==> config.mk <==
export PLATFORM = sky130hd
export DESIGN_NAME = multi_flow_packet_manager
export DESIGN_NICKNAME = d
export VERILOG_FILES = /design/src/rtl/pm_pkg.sv /design/src/rtl/pm_rr_arbiter.sv /design/src/rtl/multi_flow_packet_manager.sv
export SDC_FILE = /design/constraint.sdc
export NUM_CORES = 1
export LEC_CHECK = 0
export ABC_AREA = 1
export BUFFER_PORTS_ARGS = -buffer_cell sky130_fd_sc_hd__buf_4
export CAP_MARGIN = 20
export CORE_AREA = 2 2 119 121
export CTS_CLUSTER_DIAMETER = 200
export DETAILED_ROUTE_END_ITERATION = 8
export DIE_AREA = 0 0 121 123
export SYNTH_ARGS = -nofsm -noshare
export SYNTH_HDL_FRONTEND = slang
export SYNTH_SLANG_ARGS = --single-unit
==> constraint.sdc <==
create_clock -name clk -period 3.55 [get_ports clk]
set_input_delay 0.71 -clock clk [delete_from_list [all_inputs] [get_ports clk]]
set_output_delay 0.71 -clock clk [all_outputs]
set_load 0.02 [all_outputs]
==> src/rtl/pm_pkg.sv <==
// Shared widths and helpers for the multi-flow packet manager: byte swapping
// of header fields and the round-robin pick used by the arbiter.
package pm_pkg;

  localparam int MAC_W     = 48;
  localparam int SIZE_W    = 11;
  localparam int ETYPE_W   = 16;
  localparam int PAYLOAD_W = 8;
  localparam int MAX_FLOWS = 16;

  typedef struct packed {
    logic       valid;
    logic [3:0] idx;
  } pick_t;

  function automatic logic [47:0] byte_swap48(input logic [47:0] v);
    logic [47:0] r;
    for (int b = 0; b < 6; b++) r[8*(5-b) +: 8] = v[8*b +: 8];
    return r;
  endfunction

  function automatic logic [15:0] byte_swap16(input logic [15:0] v);
    return {v[7:0], v[15:8]};
  endfunction

  // First set request at or above ptr, wrapping at n. Scanning from the far
  // end lets the nearest hit overwrite earlier ones.
  function automatic pick_t pick_rr(input logic [15:0] req, input logic [3:0] ptr, input int n);
    pick_t r;
    int    j;
    r = '0;
    for (int k = MAX_FLOWS - 1; k >= 0; k--) begin
      if (k < n) begin
        j = int'(ptr) + k;
        if (j >= n) j = j - n;
        if (req[j[3:0]]) begin
          r.valid = 1'b1;
          r.idx   = j[3:0];
        end
      end
    end
    return r;
  endfunction

endpackage

==> src/rtl/pm_rr_arbiter.sv <==
// Round-robin arbiter over NUM_FLOWS requests; the pointer moves past the
// granted flow whenever advance is high.
module pm_rr_arbiter
  import pm_pkg::*;
#(
  parameter int NUM_FLOWS = 4,
  parameter int FLOW_W    = 4
) (
  input  logic                 clk,
  input  logic                 rst,
  input  logic [NUM_FLOWS-1:0] req,
  input  logic                 advance,
  output logic [NUM_FLOWS-1:0] grant,
  output logic [FLOW_W-1:0]    grant_idx,
  output logic                 grant_valid
);

  localparam logic [3:0] LAST = 4'(NUM_FLOWS - 1);

  logic [3:0]  ptr_q;
  logic [15:0] req_ext;
  pick_t       pick;

  always_comb begin
    req_ext                 = '0;
    req_ext[NUM_FLOWS-1:0]  = req;
  end

  assign pick        = pick_rr(req_ext, ptr_q, NUM_FLOWS);
  assign grant_valid = pick.valid;
  assign grant_idx   = FLOW_W'(pick.idx);

  always_comb begin
    grant = '0;
    for (int i = 0; i < NUM_FLOWS; i++) grant[i] = pick.valid && (pick.idx == 4'(i));
  end

  // With a single flow LAST is 0, so the pointer never leaves 0.
  always_ff @(posedge clk) begin
    if (rst) begin
      ptr_q <= '0;
    end else if (advance && pick.valid) begin
      ptr_q <= (pick.idx == LAST) ? 4'd0 : pick.idx + 4'd1;
    end
  end

endmodule

==> src/rtl/multi_flow_packet_manager.sv <==
// Multi-flow Ethernet TX command generator: per-flow rate accumulators feed
// saturating credit counters, drained one command per cycle by a round-robin
// arbiter. Optional per-flow drop counters are enabled with PM_STATS_EN.
// Handshake: a command is issued at an edge where fifo_wr_ready=1 and some
// flow holds credit; fifo_wr_enable and the header are valid the next cycle.
module multi_flow_packet_manager
  import pm_pkg::*;
#(
  parameter int NUM_FLOWS = 4,
  parameter int FLOW_W    = 4,
  parameter int ACC_W     = 16,
  parameter logic [NUM_FLOWS*ACC_W-1:0]     RATE_INC  = {NUM_FLOWS{16'h1000}},
  parameter int PEND_W    = 4,
  parameter logic [NUM_FLOWS*SIZE_W-1:0]    SIZE      = {NUM_FLOWS{11'd64}},
  parameter logic [NUM_FLOWS*PAYLOAD_W-1:0] PAYLOAD   = {NUM_FLOWS{8'h1A}},
  parameter logic [NUM_FLOWS*MAC_W-1:0]     MAC_D     = {NUM_FLOWS{48'hBC9A78563412}},
  parameter logic [NUM_FLOWS*MAC_W-1:0]     MAC_S     = {NUM_FLOWS{48'h111111111111}},
  parameter logic [NUM_FLOWS*ETYPE_W-1:0]   ETHERTYPE = {NUM_FLOWS{16'h0800}}
) (
  input  logic                 clk,
  input  logic                 rst,
  input  logic [NUM_FLOWS-1:0] flow_en,
  input  logic                 fifo_wr_ready,
  output logic                 fifo_wr_enable,
  output logic [FLOW_W-1:0]    flow_id,
  output logic [SIZE_W-1:0]    size,
  output logic [MAC_W-1:0]     d_mac,
  output logic [MAC_W-1:0]     s_mac,
  output logic [ETYPE_W-1:0]   ethertype,
  output logic [PAYLOAD_W-1:0] payload,
  output logic                 pending_any
`ifdef PM_STATS_EN
  ,
  output logic [NUM_FLOWS*16-1:0] drop_count
`endif
);

  localparam logic [PEND_W-1:0] PEND_MAX = '1;

  logic [ACC_W-1:0]     acc       [NUM_FLOWS];
  logic [ACC_W:0]       sum       [NUM_FLOWS];
  logic [PEND_W-1:0]    pend      [NUM_FLOWS];
  logic [PEND_W-1:0]    pend_next [NUM_FLOWS];
  logic [NUM_FLOWS-1:0] credit, take, pend_nz, pend_next_nz;
  logic [NUM_FLOWS-1:0] grant;
  logic [FLOW_W-1:0]    grant_idx;
  logic                 grant_valid;
  logic                 issue;

  logic [SIZE_W-1:0]    sel_size;
  logic [PAYLOAD_W-1:0] sel_payload;
  logic [MAC_W-1:0]     sel_dmac, sel_smac;
  logic [ETYPE_W-1:0]   sel_etype;

  pm_rr_arbiter #(
    .NUM_FLOWS (NUM_FLOWS),
    .FLOW_W    (FLOW_W)
  ) u_arb (
    .clk         (clk),
    .rst         (rst),
    .req         (pend_nz),
    .advance     (issue),
    .grant       (grant),
    .grant_idx   (grant_idx),
    .grant_valid (grant_valid)
  );

  assign issue = fifo_wr_ready && grant_valid;

  always_comb begin
    for (int i = 0; i < NUM_FLOWS; i++) begin
      sum[i]          = {1'b0, acc[i]} + {1'b0, RATE_INC[i*ACC_W +: ACC_W]};
      credit[i]       = flow_en[i] && sum[i][ACC_W];
      pend_nz[i]      = (pend[i] != '0);
      take[i]         = issue && grant[i];
      pend_next[i]    = pend[i];
      // A credit arriving on a full counter is lost; credit plus issue cancels.
      if (credit[i] && !take[i]) begin
        if (pend[i] != PEND_MAX) pend_next[i] = pend[i] + 1'b1;
      end else if (!credit[i] && take[i]) begin
        pend_next[i] = pend[i] - 1'b1;
      end
      pend_next_nz[i] = (pend_next[i] != '0);
    end
  end

  always_comb begin
    sel_size    = '0;
    sel_payload = '0;
    sel_dmac    = '0;
    sel_smac    = '0;
    sel_etype   = '0;
    for (int i = 0; i < NUM_FLOWS; i++) begin
      if (grant[i]) begin
        sel_size    = SIZE[i*SIZE_W +: SIZE_W];
        sel_payload = PAYLOAD[i*PAYLOAD_W +: PAYLOAD_W];
        sel_dmac    = MAC_D[i*MAC_W +: MAC_W];
        sel_smac    = MAC_S[i*MAC_W +: MAC_W];
        sel_etype   = ETHERTYPE[i*ETYPE_W +: ETYPE_W];
      end
    end
  end

  always_ff @(posedge clk) begin
    for (int i = 0; i < NUM_FLOWS; i++) begin
      if (rst) begin
        acc[i]  <= '0;
        pend[i] <= '0;
      end else begin
        acc[i]  <= flow_en[i] ? sum[i][ACC_W-1:0] : '0;
        pend[i] <= pend_next[i];
      end
    end
  end

  always_ff @(posedge clk) begin
    if (rst) pending_any <= 1'b0;
    else     pending_any <= |pend_next_nz;
  end

  // Header outputs are held at zero on every cycle without a write.
  always_ff @(posedge clk) begin
    if (rst || !issue) begin
      fifo_wr_enable <= 1'b0;
      flow_id        <= '0;
      size           <= '0;
      d_mac          <= '0;
      s_mac          <= '0;
      ethertype      <= '0;
      payload        <= '0;
    end else begin
      fifo_wr_enable <= 1'b1;
      flow_id        <= grant_idx;
      size           <= sel_size;
      d_mac          <= byte_swap48(sel_dmac);
      s_mac          <= byte_swap48(sel_smac);
      ethertype      <= byte_swap16(sel_etype);
      payload        <= sel_payload;
    end
  end

`ifdef PM_STATS_EN
  logic [15:0] drop_cnt [NUM_FLOWS];

  always_ff @(posedge clk) begin
    for (int i = 0; i < NUM_FLOWS; i++) begin
      if (rst) begin
        drop_cnt[i] <= '0;
      end else if (credit[i] && !take[i] && (pend[i] == PEND_MAX) && (drop_cnt[i] != 16'hFFFF)) begin
        drop_cnt[i] <= drop_cnt[i] + 16'd1;
      end
    end
  end

  for (genvar g = 0; g < NUM_FLOWS; g++) begin : g_drop
    assign drop_count[g*16 +: 16] = drop_cnt[g];
  end
`endif

endmodule

==> impl_metrics.tcl <==
set metrics [dict create \
    status "complete, no violations" \
    synth_area_per_cell_sq_um 6.89 \
    layout_common_cells "nand2_1, conb_1, buf_4, inv_1, nand3_1" \
    hold_buffers 0 \
    worstSetupPathType "reg2reg" \
    cts_tree "done" \
    wl_per_cell_um 9.33 \
    final_common_cell "nand2_1" \
    period_needed_ns 3.31 \
    fin_setup_tns_ns 0 \
    whs_endpoint "acc[1][12]" \
    synth-seq-cells 43 \
    netlist_instances 583 \
    grt_util_met1_pct 12.4 \
    r2r-end "pending_any" \
    cp.arrival_ns 3.47 \
    start_kind "flop" \
    grt.met3_usage_pct 1.71 \
    holdCritStartpoint "acc[1][12]" \
    area_growth_pct 10.1 \
    grt_most_used_layer "met2" \
    insertedDiodeCount 0 \
    cts_made_buffers 5 \
    synth_warnings 0 \
    finalWirelength_um 7480 \
    synthDistinctLibCells 30 \
    cts_root_buf "clkbuf_16" \
    crit_required_ns 3.72 \
    gp_congestion 0.844 \
    antenna_found_initial 0 \
    crit_fanout 6 \
    fin_ws_ns 0.244 \
    start_util_pct 29.5 \
    row_count 43 \
    end_kind "flop" \
    clk_latency_ns 0.29 \
    ff2ff_setup_slack_ns 0.24 \
    maxSlewViolCount 0 \
    period_share_pct 93.1 \
    grt_max_degree 40 \
    vias 3294 \
    vias_per_cell 4.11 \
    grt_pass1_vias 2609 \
    max_cap_viol_count 0 \
    port_buffers 51 \
    r2r_start "u_arb.ptr_q[1]" \
    fin_nets 656 \
    yosysSeqAreaShare_pct 21.4 \
    hp-class "reg2reg" \
    drive_gt1_share_pct 20.9 \
    hold_viol 0 \
    preCtsSetupSlack_ns -0.0622 \
    dp_hpwl_um 5820 \
    min_path_cells 1 \
    core-area_sq_um 13600 \
    gr-total-overflow 0 \
    clock_skew_ns 0.00524 \
    fmax_mhz 302 \
    r2r_cells 23 \
    first_pass_iters 4 \
    path_clk_slew_ns 0.06 \
    total_leakage_power_nw 2.28 \
    die_x_um 121 \
    setup_viol 0 \
    route.detailed.drc 0 \
    drtAntennaViolNets 0 \
    power_density_nw_per_um2 1040 \
    first_iter_violations 121 \
    use_met2_pct 16.7 \
    clock-sinks 43 \
    grt_pass1_wl_um 11900 \
    die_area_sq_um 14900 \
    irDropWorstVdd_v 0.000367 \
    grt_usage_pct 9.77 \
    cts.path.max_buffers 2 \
    ioPinCount 144 \
    netlist_area_sq_um 4020 \
    htree_num_levels 2 \
    total_power_w 0.00458 \
    fp.dieH_um 123 \
]
## kinds of logic after synthesis
| kind of cell | Yosys count | synth area share [%] |
|---|---|---|
| xor+xnor | 12 | 2.62 |
| compound gates | 46 | 5.95 |
| simple gates | 251 | 29.5 |
| buf+inv | 202 | 31.7 |
| fa+ha+maj | 28 | 8.72 |
| other cells | 1 | 0.0934 |
| flops | 43 | 21.4 |
## how the worst max path moves through the flow
stage | startpoint | to | slack (ns) | cells past startpoint
final | u_arb.ptr_q[1] | pending_any | 0.24 | 23
after floorplan | u_arb.ptr_q[1] | pending_any | 0.31 | 22
after global routing | u_arb.ptr_q[1] | pending_any | -0.02 | 27
after CTS | u_arb.ptr_q[1] | pending_any | 0.02 | 23
after detailed placement | u_arb.ptr_q[1] | pending_any | -0.06 | 22
after global placement | u_arb.ptr_q[1] | pending_any | -0.07 | 22
## power breakdown
| part | total (W) | internal, W | switching (W) |
|---|---|---|---|
| clock | 0.000552 | 0.000354 | 0.000199 |
| sequential | 0.000717 | 0.000598 | 0.000119 |
| combinational | 0.00331 | 0.00137 | 0.00194 |
| total | 0.00458 | 0.00232 | 0.00226 |
## worst max-delay path, stage by stage (launching register included)
cell and delay [ns]:
dfxtp_4 0.39, inv_4 0.06, ha_4 0.26, inv_1 0.04, ha_1 0.27, or2_2 0.28, nand2_2 0.08, nand3_2 0.09
nand3_2 0.08, o221ai_1 0.10, o21ai_1 0.11, a21oi_2 0.10, inv_2 0.11, buf_12 0.11, ha_4 0.15, nand4_1 0.20
nand2_1 0.13, nand2_1 0.06, nand2_1 0.08, nand2_1 0.05, nor2_1 0.14, nand2_1 0.08, nor2_2 0.13, a21oi_1 0.08
## cells in the mapped netlist
| master | number | area (sq um) |
|---|---|---|
| a21oi_1 | 23 | 115 |
| a31oi_1 | 4 | 25.0 |
| buf_12 | 1 | 20.0 |
| buf_4 | 131 | 983 |
| buf_6 | 1 | 11.3 |
| clkbuf_1 | 2 | 7.51 |
| conb_1 | 1 | 3.75 |
| dfxtp_1 | 43 | 861 |
| ha_1 | 28 | 350 |
| inv_1 | 64 | 240 |
| inv_2 | 3 | 11.3 |
| nand2_1 | 105 | 394 |
| nand2_2 | 14 | 87.6 |
| nand3_1 | 57 | 285 |
| nand3_2 | 2 | 20.0 |
| nand3_4 | 1 | 17.5 |
| nand4_1 | 15 | 93.8 |
| nand4_2 | 1 | 12.5 |
| nand4_4 | 1 | 21.3 |
| nor2_1 | 33 | 124 |
| nor2_2 | 3 | 18.8 |
| nor2_4 | 1 | 11.3 |
| nor3_1 | 12 | 60.1 |
| nor4_1 | 1 | 6.26 |
| o21ai_0 | 17 | 85.1 |
| o21ai_1 | 1 | 5.00 |
| o221ai_1 | 1 | 8.76 |
| or2_2 | 5 | 31.3 |
| xnor2_1 | 1 | 8.76 |
| xor2_1 | 11 | 96.3 |
## through the flow
step,utilization (%),instance area (sq um),instances,hold WS [ns]
after floorplan,-,4370,676,0.418
after global placement,30.0,4080,789,0.433
after detailed placement,30.0,4080,789,0.438
after CTS,31.3,4260,797,0.451
after global routing,32.5,4420,802,0.475
final,32.5,4420,802,0.445
## what timing repair did
item,CTS,global route
buffers inserted,0,4
pin swaps,2,14
endpoints found under the setup margin,1,1
resized for setup,3,22
## sequential cells by signal, indices dropped and copies added (netlist names)
name,cells
acc,16
flow_id,4
fifo_wr_enable,1
pend,16
pending_any,1
u_arb.ptr_q,4
d_mac,1
## metal layers
metal  wire (um)  up-vias
li1            -     1716
met1        3420     1448
met2        3450      120
met3         508       10
met4         112        0
met5           0        -
## cell type report
class                   instances  area [sq um]
fillers                      1495          9190
multi-input cells             431          2320
flip-flops and latches         43           867
repair buffers                 73           581
inverters                      67           254
well taps                     180           225
clock buffers                   6           139
clock inverters                 2          38.8
(Power assumes the default switching activity.)
